### src/rtl/game_round_fsm.sv
// Quiz-game round controller: IDLE -> WAIT -> CHECK -> COUNT -> WAIT, with per-player
// submit arbitration, wrong-answer lockout, answer timeout and a round counter.
module game_round_fsm #(
  parameter int NUM_PLAYERS    = 2,
  parameter int CD_STEPS       = 3,
  parameter int TICKS_PER_STEP = 30,
  parameter int TIMEOUT_TICKS  = 600
) (
  input  logic                               clk_100mhz,
  input  logic                               reset,
  input  logic                               game_tick,
  input  logic                               start_game_event,
  input  logic [NUM_PLAYERS-1:0]             submit_event,
  input  logic                               is_ans_correct,
  input  logic                               is_game_over,
  output logic                               o_state_idle,
  output logic                               o_state_wait,
  output logic                               o_state_check,
  output logic                               o_state_countdown,
  output logic                               o_state_win,
  output logic                               o_new_question,
  output logic                               o_timeout,
  output logic [$clog2(NUM_PLAYERS)-1:0]     o_answer_player,
  output logic [NUM_PLAYERS-1:0]             o_locked,
  output logic [$clog2(CD_STEPS+1)-1:0]      countdown_val,
  output logic [7:0]                         o_round_count
);

  localparam int AP_W  = $clog2(NUM_PLAYERS);
  localparam int CV_W  = $clog2(CD_STEPS + 1);
  localparam int SUB_W = (TICKS_PER_STEP > 1) ? $clog2(TICKS_PER_STEP) : 1;
  localparam int TO_W  = (TIMEOUT_TICKS > 0) ? $clog2(TIMEOUT_TICKS + 1) : 1;

  typedef enum logic [2:0] {S_IDLE, S_WAIT, S_CHECK, S_COUNT, S_WIN} state_t;

  state_t                 r_state;
  logic                   r_new_q;
  logic                   r_timeout;
  logic [AP_W-1:0]        r_answer;
  logic [NUM_PLAYERS-1:0] r_locked;
  logic [7:0]             r_round;
  logic [TO_W-1:0]        r_to_cnt;
  logic [CV_W-1:0]        r_step;
  logic [SUB_W-1:0]       r_sub;

  logic [NUM_PLAYERS-1:0] w_accept;
  logic [NUM_PLAYERS-1:0] w_lock_bit;
  logic [NUM_PLAYERS-1:0] w_lock_next;

  function automatic logic [AP_W-1:0] lowest_idx(input logic [NUM_PLAYERS-1:0] v);
    lowest_idx = '0;
    for (int i = NUM_PLAYERS - 1; i >= 0; i--)
      if (v[i]) lowest_idx = AP_W'(i);
  endfunction

  assign w_accept    = submit_event & ~r_locked;
  assign w_lock_bit  = NUM_PLAYERS'(1) << r_answer;
  assign w_lock_next = r_locked | w_lock_bit;

  always_ff @(posedge clk_100mhz) begin
    if (reset) begin
      r_state   <= S_IDLE;
      r_new_q   <= 1'b0;
      r_timeout <= 1'b0;
      r_answer  <= '0;
      r_locked  <= '0;
      r_round   <= '0;
      r_to_cnt  <= '0;
      r_step    <= CV_W'(CD_STEPS);
      r_sub     <= '0;
    end else begin
      r_new_q   <= 1'b0;
      r_timeout <= 1'b0;
      case (r_state)
        S_IDLE: begin
          r_locked <= '0;
          r_to_cnt <= '0;
          r_round  <= '0;
          if (start_game_event) begin
            r_state <= S_WAIT;
            r_new_q <= 1'b1;
            r_round <= 8'd1;
          end
        end
        S_WAIT: begin
          // A submit in the same cycle as the final tick still wins over the timeout.
          if (|w_accept) begin
            r_answer <= lowest_idx(w_accept);
            r_state  <= S_CHECK;
          end else if (game_tick && TIMEOUT_TICKS != 0) begin
            r_to_cnt <= r_to_cnt + TO_W'(1);
            if (r_to_cnt == TO_W'(TIMEOUT_TICKS - 1)) begin
              r_timeout <= 1'b1;
              r_state   <= S_COUNT;
              r_step    <= CV_W'(CD_STEPS);
              r_sub     <= '0;
            end
          end
        end
        S_CHECK: begin
          if (is_game_over) begin
            r_state <= S_WIN;
          end else if (is_ans_correct || w_lock_next == '1) begin
            if (!is_ans_correct) r_locked <= w_lock_next;
            r_state <= S_COUNT;
            r_step  <= CV_W'(CD_STEPS);
            r_sub   <= '0;
          end else begin
            // Wrong answer: same question continues, timeout keeps running.
            r_locked <= w_lock_next;
            r_state  <= S_WAIT;
          end
        end
        S_COUNT: begin
          if (game_tick) begin
            if (r_sub == SUB_W'(TICKS_PER_STEP - 1)) begin
              r_sub <= '0;
              if (r_step > CV_W'(1)) begin
                r_step <= r_step - CV_W'(1);
              end else begin
                r_state  <= S_WAIT;
                r_new_q  <= 1'b1;
                r_locked <= '0;
                r_to_cnt <= '0;
                if (r_round != 8'hFF) r_round <= r_round + 8'd1;
              end
            end else begin
              r_sub <= r_sub + SUB_W'(1);
            end
          end
        end
        S_WIN: begin
          if (start_game_event) begin
            r_state  <= S_IDLE;
            r_round  <= '0;
            r_locked <= '0;
            r_to_cnt <= '0;
          end
        end
        default: r_state <= S_IDLE;
      endcase
    end
  end

  assign o_state_idle      = (r_state == S_IDLE);
  assign o_state_wait      = (r_state == S_WAIT);
  assign o_state_check     = (r_state == S_CHECK);
  assign o_state_countdown = (r_state == S_COUNT);
  assign o_state_win       = (r_state == S_WIN);
  assign o_new_question    = r_new_q;
  assign o_timeout         = r_timeout;
  assign o_answer_player   = r_answer;
  assign o_locked          = r_locked;
  assign o_round_count     = r_round;
  assign countdown_val     = (r_state == S_COUNT) ? r_step : CV_W'(CD_STEPS);

endmodule

### config.mk
export PLATFORM = sky130hd
export DESIGN_NAME = game_round_fsm
export DESIGN_NICKNAME = d
export VERILOG_FILES = /design/src/rtl/game_round_fsm.sv
export SDC_FILE = /design/constraint.sdc
export NUM_CORES = 1
export LEC_CHECK = 0
export ABC_AREA = 1
export CELL_PAD_IN_SITES_DETAIL_PLACEMENT = 0
export CELL_PAD_IN_SITES_GLOBAL_PLACEMENT = 1
export CORE_MARGIN = 5
export CORE_UTILIZATION = 34
export CTS_CLUSTER_SIZE = 14
export DETAILED_ROUTE_END_ITERATION = 16
export PLACE_DENSITY = 0.79
export SLEW_MARGIN = 20
export SYNTH_ARGS = -nofsm -noshare
export SYNTH_HDL_FRONTEND = slang
export SYNTH_SLANG_ARGS = --single-unit
### constraint.sdc
create_clock -name clk_100mhz -period 1.5 [get_ports clk_100mhz]
set_input_delay 0.3 -clock clk_100mhz [delete_from_list [all_inputs] [get_ports clk_100mhz]]
set_output_delay 0.3 -clock clk_100mhz [all_outputs]
set_load 0.02 [all_outputs]
# == Word level (Yosys, flattened, before mapping) ==
# Index checks and enable logic that the tools add are counted.
# op_classes
n_eq_ne,23
magnitude_cmp,1
n_reduce_logical,15
add_sub_neg,4
div_mod_pow,0
bitwise_logic,5
shift,1
muxes,59
n_mul,0
# ops
op,count
$mux 10,6
$mux 8,5
$pmux 10 s4,1
$mux 5,7
$mux 2,17
$reduce_and 7->1,4
$mux 3,9
$pmux 8 s3,1
$pmux 3 s5,1
$pmux 5 s3,1
$ne 2x2->1 const B,7
$add 10x1->10 const B,1
$eq 10x10->1 const B,1
$ne 2x1->1 const B,5
$reduce_and 9->1,1
$add 8x1->8 const B,1
$mux 1,8
$ne 8x8->1 const B,1
$pmux 2 s4,1
$reduce_bool 4->1,2
$eq 3x2->1 const B,2
$pmux 2 s3,1
$reduce_and 6->1,1
$reduce_bool 3->1,2
other kinds (21),22
# word_totals
rom_bits,0
mem_bits_rw,0
n_memories,0
register_bits,33
latch_bits,0
word_cells,117
output_inout_bits,20

# == Depth between registers and ports, before layout ==
# logic_depth
word_depth,7
depth_mapped,13

# == Least setup slack after synthesis ==
# Ideal clock, no wire load.
# synth_timing
path_kind,register to register
from,reg r_state[1]
to,reg r_sub[0]
required_ns,1.386
setup_slack_ns,-0.109
stages_incl_launch_ff,10
arrival_ns,1.495
period_less_slack_ns,1.609
n_path_buf,0
path_cell_list,dfxtp_1 -> nand2_2 -> nor2_1 -> nand2_1 -> nand2_1 -> inv_1 -> nand3_1 -> nand2_1 -> nand2_1 -> nor2_1
# synth_via
elab_chain_cells,3
# synth_rtl
element,line_no,source
from (decl),36,state_t r_state;
from (signal assigned),62,r_state <= S_IDLE;
from (signal assigned),80,r_state <= S_WAIT;
from (signal assigned),89,r_state <= S_CHECK;
$eq 3x2->1 *,--,
named net o_state_check,18,"output logic o_state_check,"
$ne 2x1->1 (no line) (tied with other cells),--,
$reduce_and 7->1 (no line),--,
to (signal assigned),128,r_sub <= r_sub + SUB_W'(1);
to (decl),44,logic [SUB_W-1:0] r_sub;
# Mark *: on every way through the listed nets, which the timed path passes. The rest lies on a longest branch.
# A chain may end at the register's enable or synchronous reset.

# == Final worst setup path ==
# layout_timing
from,reg r_state[0]
to,reg r_to_cnt[4]
# layout_via
elab_chain_cells,3
# layout_rtl
element,line_no,source
$eq 3x1->1 (tied with other cells),74,case (r_state)
$ne 2x2->1 (no line) (tied with other cells),--,
$reduce_and 7->1 (no line),--,
to (signal assigned),91,r_to_cnt <= r_to_cnt + TO_W'(1);
to (decl),42,logic [TO_W-1:0] r_to_cnt;
# Several ways; a longest one is shown, not always the timed one.

==> metrics.txt <==
outcome=complete, but fails checks; failing checks=setup timing; most common cell in the netlist=nand2_1; share of synthesized flip-flops with an asynchronous set or reset=0%; initial antenna violation count=0; metal3 WL=255 um; Core ar.=0.00592 mm^2; Iter 0 DRT Violations=131; critical path class=reg -> reg; Clock H-tree levels=2; post-route ant nets=0; gp weighted congestion=0.885; Top Layer Used=met4; DIE HEIGHT=88.0 um; CP Max Fanout=8; FF+latch count, synth=33; area leader, netlist=dfxtp_1; final hold violation count=0; Slew HR=73.5%; syn avg cell area=6.03 um^2; routed wl met2=3.25 mm; maximum vdd ir drop=0.930 mV; n_diodes=0; max frequency=629 MHz; Reg clk slew, reported paths=70 ps; RSZ-0062 raised after global routing=yes; min-delay src=r_step[1]; synthesized instance count=343; HPWL after detailed placement=4.52 mm; Area after DPL=0.00286 mm^2; P&R area growth vs syn=72.3%; Yosys Warn Count=0; Setup WS pre-CTS=-366 ps; Area contributors post-synth=dfxtp_1, nand2_1, nor2_1; Adder-Cell Fraction of Synth Area=3.03%; max-slew violation count=0; die area=0.00774 mm^2; vias in the first global route=2381; Met1 Routed Length=3.15 mm; PD cells=1730 mW/mm^2; final core utilization=60.2%; row cnt=28; mux cell area share after synthesis=0%; TritonCTS clock tree=yes; EDFF count, synth=0; largest family of logic cells by synthesized area=simple AND/OR/NAND/NOR gates; io pins=28; total congestion overflow=0; clock latency on the worst-skew pair=290 ps; Yosys top cell area share=32.0%; Tcrit/Tclk final=106%; Avg WL per Cell=12.9 um; DP Cell Count=499; setup violators final=29; CP startpoint=r_state[0]; Setup WS post-layout=-89.3 ps; required time of the critical path=1680 ps; Worst-Margin Slew=393 ps; root buf cell=clkbuf_8; data arrival time of the critical path=1770 ps; clock skew=7.19 ps; post-synth cell types=25; largest net degree at the start of global routing=11; Initial Utilization=34.9%; Seq/Total Area, Yosys=32.0%; Post-Syn Nets=356; post-synthesis xor/xnor area fraction=2.12%; overall power after layout=6.16 mW; max cap viols=0; CP startpoint kind=register; hold crit path type=reg -> reg; Leak Pwr=1.59 nW; FF-to-FF Start=r_state[0]; Compound-Gate Fraction of Synth Area=9.26%; via count=2511; share of cells above drive strength 1=43.8%; die width=88.0 um; Via density=4.80; Simple-Gate Fraction of Synth Area=44.5%; Post-route DRC=0; min Tclk post-route=1590 ps; top cells by count, synth=nand2_1, nor2_1, inv_1; Num Clock Sinks=33; Final nets=461; DRT Pass-1 Iters=4; design area=0.00356 mm^2; reg2reg setup slack=-90 ps; TritonCTS Buffers=5; first-pass GRT wire length=10.9 mm; clk buf depth=2; top_reg_cell synth=dfxtp_1; Mapped Area=0.00207 mm^2; Total Routing Usage GR=17.7%; Finished Layout Cells=523; CP Capture Type=register; PortBufs=27; Post-Route WL=6.77 mm
sequential cells by signal (all words and copies together), names as in the netlist:
name,flops
o_answer_player,1
o_locked,2
o_new_question,1
o_round_count,8
o_timeout,1
r_state,3
r_step,2
r_sub,5
r_to_cnt,10
final timing paths:
| path | to | depth (start not counted) |
|---|---|---|
| hold reg to reg | r_step[1] | 2 |
| setup / recovery | r_to_cnt[4] | 10 |
| setup reg to reg | r_to_cnt[4] | 10 |
| hold / removal | r_step[1] | 2 |
layout make-up:
class / count / area (um^2)
clock buffer: 7 / 86.3
tap: 75 / 93.8
sequential: 33 / 676
multi-input combinational: 265 / 1660
fill: 546 / 2360
inverter: 39 / 158
timing repair buffer: 104 / 885
where the power goes:
group	total, mW	internal, mW	switching (mW)
clock	0.678	0.364	0.314
combinational	4.29	1.92	2.38
sequential	1.19	1.06	0.124
total	6.16	3.34	2.82
layer usage:
metal / vias to the layer above / GRT usage [%]
met4: 0 / 5.02
met5: - / 0
li1: 1294 / -
met1: 1162 / 23.1
met3: 11 / 3.57
met2: 44 / 29.4
stage by stage:
step | setup TNS, ps | hold WS [ps]
3_5_place_dp | -9530 | 454
3_3_place_gp | -8990 | 447
5_1_grt | -4020 | 503
2_1_floorplan | 0 | 429
4_1_cts | -1340 | 470
6_report | -1470 | 468
critical path: stages, from the launching register on:
cell        delay (ps)
dfxtp_4            400
inv_4               60
nor2_4             230
buf_6              160
nand2_8             60
nand2_4             70
nor2_4              50
nand2_4             80
clkinvlp_4         200
nand2_1            120
a21oi_1             60
kinds of logic (layout without fill, tap and decap cells):
family	count (synthesis)	in the layout
simple gates	216	217
fa+ha+maj	5	5
buf+inv	46	150
xor+xnor	5	5
flops	33	33
compound gates	38	38
what timing repair did:
| action | CTS | global route |
|---|---|---|
| gates resized for setup | 127 | 73 |
| endpoints found under the setup margin | 49 | 40 |
| pin swaps | 23 | 27 |
| cloned | 1 | 0 |
| buffers inserted | 10 | 8 |
| hold buffers | 0 | 0 |
placed cells by master (no fill, tap or decap), drive strengths merged, types with 2 or more instances in the layout:
cell type | Yosys | routed
nand2 | 114 | 115
buf | 3 | 84
nor2 | 57 | 57
inv | 39 | 38
dfxtp | 33 | 33
a21oi | 26 | 26
nand3 | 25 | 25
dlygate4sd2 | 0 | 12
o21ai | 11 | 11
nand4 | 7 | 7
clkdlybuf4s50 | 0 | 7
clkbuf | 4 | 7
nor3 | 5 | 5
ha | 5 | 5
xor2 | 4 | 4
or2 | 4 | 4
nor3b | 2 | 2
(Power assumes the default switching activity.)
==> RTL edit 1, RTL diff (config.mk and constraints unchanged) <==
Re-encode `state_t` (5 states) as Gray code, 3 bits wide.
--- a/src/rtl/game_round_fsm.sv
+++ b/src/rtl/game_round_fsm.sv
@@ -31,7 +31,7 @@
   localparam int SUB_W = (TICKS_PER_STEP > 1) ? $clog2(TICKS_PER_STEP) : 1;
   localparam int TO_W  = (TIMEOUT_TICKS > 0) ? $clog2(TIMEOUT_TICKS + 1) : 1;
 
-  typedef enum logic [2:0] {S_IDLE, S_WAIT, S_CHECK, S_COUNT, S_WIN} state_t;
+  typedef enum logic [2:0] {S_IDLE = 3'b000, S_WAIT = 3'b001, S_CHECK = 3'b011, S_COUNT = 3'b010, S_WIN = 3'b110} state_t;
 
   state_t                 r_state;
   logic                   r_new_q;
Check against the original RTL: no difference found for any inputs over 10 cycles, from zero or initial values and one cycle with reset high; not proved beyond that.
==> RTL edit 1 against the unedited design <==
  * The flow still finishes with violations (negative setup slack)
  * Cell area grew 8.9%
  * Non-clock buffer count grew 18
  * Synthesized area grew 6.3%
  * Wire length grew 14%
  * Worst setup slack lost 0.0099 ns
  * Hold slack lost 0.099 ns
  * Die area grew 5.6%
  * Synthesized cell count grew 6.1%
  * Sequential share of layout area shrank 1.5 points
  * Power grew 7.8%
  * Sequential cell count is the same
  * Critical path depth shrank 2
==> RTL edit 1: results (changes against the unedited design) <==
max incr delay on CP 0.33 ns (-0.07 ns); fraction of layout cells with a size suffix above 1 44.3% (+0.51 points); Nets 500 (+8.5%); post-synth net total 377 (+5.9%); Slowest cell on crit path dfxtp_2; DR iter-0 viols 86 (-34%); R2R depth 8 (-2); Avg Vias per Cell 4.90 (+2.0%); part of the power in registers 18.4% (-0.9 points); final std cells w/o fill 565 (+8.0%); failing checks negative setup slack; switching power 3020 uW (+7.4%); final setup violating endpoints 27 (-6.9%); pin count of the biggest net entering global routing 13 (+2); power share of the combinational group 68.2% (-1.5 points); final worst slack -0.0992 ns (-0.00988 ns); Total Routing Usage GR 17.5% (-0.19 points); sequential area share after synthesis 30.1% (-1.9 points); first-pass GRT wire length 11,900 um (+9.3%); WL final 7740 um (+14%); hold depth 3 (+1); outcome finished, violations left; worst min-delay path class input port to register; number of global-route vias before repair 2,589 (+8.7%); cells after synthesis 364 (+6.1%); synth unique cells 28 (+12%); hold_sp game_tick; leakage power total 0.00172 uW (+8.6%); DP Worst Slack -0.414 ns (-0.0480 ns); Fill cells 562 (+2.9%); Least-Margin Pin Slew 0.427 ns (+0.0339 ns)
RTL edit 1: changes by cell type in the layout (fill, tap and decap cells not counted), moves of 3 or more:
| cell | unedited run | this run |
|---|---|---|
| nand2_2 | 23 | 18 |
| nand3_1 | 16 | 21 |
| nand4_1 | 7 | 13 |
| nand2_1 | 80 | 86 |
| nor2_1 | 39 | 35 |
| nand3_4 | 4 | 8 |
| nand3_2 | 5 | 11 |
| inv_1 | 26 | 32 |
| buf_4 | 63 | 80 |
| o21ai_0 | 5 | 2 |
| nand2_8 | 3 | 0 |
RTL edit 1: logic make-up (layout without fill, tap and decap cells):
kind of cell | count (synthesis) | count (layout) | synth area share (%)
DFF | 33 | 33 | 30.1
adders and majority gates | 5 | 5 | 2.85
buffers and inverters | 50 | 172 | 9.51
and+or+nand+nor | 229 | 231 | 46.0
AOI/OAI and AO/OA | 43 | 43 | 10.0
xor gates and xnor gates | 4 | 4 | 1.59
RTL edit 1: worst max-delay path by stage:
stage | end | depth (start not counted) | slack [ns] | startpoint
finish | r_step[1] | 8 | -0.1 | r_sub[1]
global route | r_step[1] | 8 | -0.17 | r_sub[1]
CTS | r_to_cnt[4] | 8 | -0.09 | r_sub[1]
detailed placement | r_step[1] | 9 | -0.41 | game_tick
global placement | r_step[1] | 9 | -0.44 | game_tick
floorplan | r_sub[1] | 8 | 0.008 | r_state[0]
RTL edit 1: worst min-delay path, cell delays in order:
cell and delay, ns:
dlymetal6s2s_1 0.16, nand4_1 0.12, nor4_1 0.05
RTL edit 1: layout make-up:
class / instances / area (um2) / area share (%)
clock buffers: 7 / 86.3 / 2.23
clock inverters: 1 / 30.0 / 0.774
inverters: 42 / 169 / 4.35
multi-input cells: 283 / 1800 / 46.3
flip-flops and latches: 33 / 678 / 17.5
well taps: 77 / 96.3 / 2.48
repair buffers: 122 / 1020 / 26.4
RTL edit 1: metal layers:
layer / track usage (%) / part of all wire (%) / up-vias
met3: 3.08 / 3.8 / 13
met5: 0 / 0 / -
met1: 22.1 / 44 / 1276
li1: - / - / 1433
met4: 6.20 / 1.8 / 0
met2: 29.7 / 50 / 46
RTL edit 1: repair_timing:
| action | CTS | global route |
|---|---|---|
| pin swaps | 34 | 45 |
| setup endpoints to repair | 50 | 36 |
| hold buffers | 0 | 0 |
| hold endpoints to repair | 0 | 0 |
| setup buffers | 11 | 10 |
| resized for setup | 108 | 94 |
| cloned | 2 | 1 |
RTL edit 1: per-stage QoR:
stage                     hold slack [ns]  TNS, ns  power [uW]
after floorplan                     0.369        0        2870
after global placement              0.500   -10.42        4260
after detailed placement            0.497   -10.27        4280
after CTS                           0.507   -0.691        5830
after global routing                0.375    -3.91        7070
final                               0.369    -1.52        6640
==> RTL edit 2, RTL diff (same settings) <==
Made on the original files. `TICKS_PER_STEP`: 30 -> 15.
--- a/src/rtl/game_round_fsm.sv
+++ b/src/rtl/game_round_fsm.sv
@@ -3,7 +3,7 @@
 module game_round_fsm #(
   parameter int NUM_PLAYERS    = 2,
   parameter int CD_STEPS       = 3,
-  parameter int TICKS_PER_STEP = 30,
+  parameter int TICKS_PER_STEP = 15,
   parameter int TIMEOUT_TICKS  = 600
 ) (
   input  logic                               clk_100mhz,
Function: same outputs for any inputs over 10 cycles, from zero or initial values and one cycle with reset high; that may be too few to reach the edited logic, so the function may still have changed.
==> RTL edit 2 against the unedited design <==
  * The run still ends with negative setup slack left
  * Clock power is 9.4% lower
  * Sequential cell count is 1 lower
  * Global-route usage is 0.088 points lower
  * Wire length is 6.0% lower
  * Worst setup slack hardly changed
  * Combinational power is 11% lower
  * First-iteration DRC count is 0.76% lower
  * Core utilization is 4.7 points lower
  * Power is 9.6% lower
  * Via count is 0.72% lower
  * Synthesized area is 1.2% higher
  * Highest routed layer unchanged
  * Cell area is 7.3% lower
==> RTL edit 2: results (changes against the unedited design) <==
outcome finished, violations left; Fill cells 608 (+11%); fraction of layout cells with a size suffix above 1 34.2% (-9.5 points); Final Skew 0.00605 ns (-0.00114 ns); final worst slack -0.0894 ns (-0.0000922 ns); CTS clk-pin slew, worst paths about 0.06 ns; DP Wirelength 4590 um (+1.5%); Nets 462 (+0.22%); DP Worst Slack -0.266 ns (+0.0996 ns); CTS Root Buffer Type clkbuf_8; final setup violating endpoints 28 (-3.4%); post-CTS sizing 86 (-32%); WL final 6360 um (-6.0%); first-pass GRT wire length 11,000 um (+0.70%); setup bufs post-CTS 4 (-6); peak supply drop 0.000801 V (-14%); ANT cells 0 (unchanged); Max clock buf depth 2 (unchanged); max incr delay on CP 0.34 ns (-0.06 ns); H-tree levels 2 (unchanged); Avg Vias per Cell 4.78 (-0.53%); WP data arrival 1.29 ns (-0.48 ns); Slowest cell on crit path dfxtp_2; DR iter-0 viols 130 (-0.76%); GP Congestion 0.798 (-9.9%); Slew headroom 77.5% (+4.0 points); sequential area share after synthesis 30.6% (-1.3 points); leakage power total 0.00154 uW (-2.7%); post-synth net total 364 (+2.2%); PortBufs 27 (unchanged); synth cell count leaders nand2_1, nor2_1, inv_1, dfxtp_1, nand3_1; Total Routing Usage GR 17.6% (-0.088 points); TritonRoute pass-1 iters 4 (unchanged); post-cts hold buffer count 0 (unchanged); dpl cell area 2890 um2 (+1.0%); synth top area cells dfxtp_1, nand2_1, nor2_1; Final Hold Fails 0 (unchanged); failing checks negative setup slack; number of global-route vias before repair 2,431 (+2.1%); crit-path leading delay family simple AND/OR/NAND/NOR gates; YS warnings 0 (unchanged); initial antenna violation count 0 (unchanged); register with the most flip-flops r_to_cnt; synth unique cells 24 (-4.0%); pin count of the biggest net entering global routing 21 (+10); CP max FO 3 (-5); ys async rst share 0% (unchanged)
==> RTL edit 2: cells by family after synthesis <==
group | Yosys count | share of synthesized area, %
xor+xnor | 4 | 1.67
buf+inv | 49 | 9.21
compound gates | 39 | 9.33
fa+ha+maj | 5 | 2.99
flops | 32 | 30.6
simple gates | 222 | 46.2
==> RTL edit 2: path summary, 6_finish.rpt <==
kind,startpoint,end,slack (ns),cells past startpoint
setup / recovery,r_state[2],countdown_val[0],-0.09,4
hold / removal,r_step[1],r_step[1],0.47,2
setup reg to reg,r_state[1],o_round_count[2],-0.09,10
hold reg to reg,r_step[1],r_step[1],0.47,2
==> RTL edit 2: report_power, final <==
group / internal, uW / switching, uW / total [uW]
Sequential: 1010 / 132 / 1150
Combinational: 1720 / 2090 / 3810
Clock: 299 / 315 / 614
Total: 3030 / 2540 / 5570
==> RTL edit 2: area by class of cell <==
type                    count  area share (%)
flip-flops and latches     32            19.8
clock buffers               5            2.08
multi-input cells         271            45.2
repair buffers             98            25.4
inverters                  41            4.74
well taps                  75            2.84
==> RTL edit 2: worst min-delay path: cells and delay by family (launching register included) <==
kind,cells,cell delay (ns)
flops,1,0.32
simple gates,2,0.11
==> RTL edit 2: metrics by stage <==
step                instances  TNS (ns)  utilization, %
finish                    522     -1.34            55.4
global route              522     -4.13            55.4
CTS                       518     -1.90            52.5
detailed placement        507     -6.88            48.5
global placement          507     -6.07            48.5
floorplan                 351         0               -
==> RTL edit 2: per-layer routing <==
| layer | track usage [%] | wire length [um] | vias to the layer above | share of wire (%) |
|---|---|---|---|---|
| met5 | 0 | 0 | - | 0 |
| met4 | 4.53 | 61 | 0 | 0.96 |
| met3 | 3.17 | 213 | 7 | 3.4 |
| met2 | 30.1 | 3020 | 33 | 47 |
| met1 | 22.8 | 3060 | 1135 | 48 |
| li1 | - | - | 1318 | - |
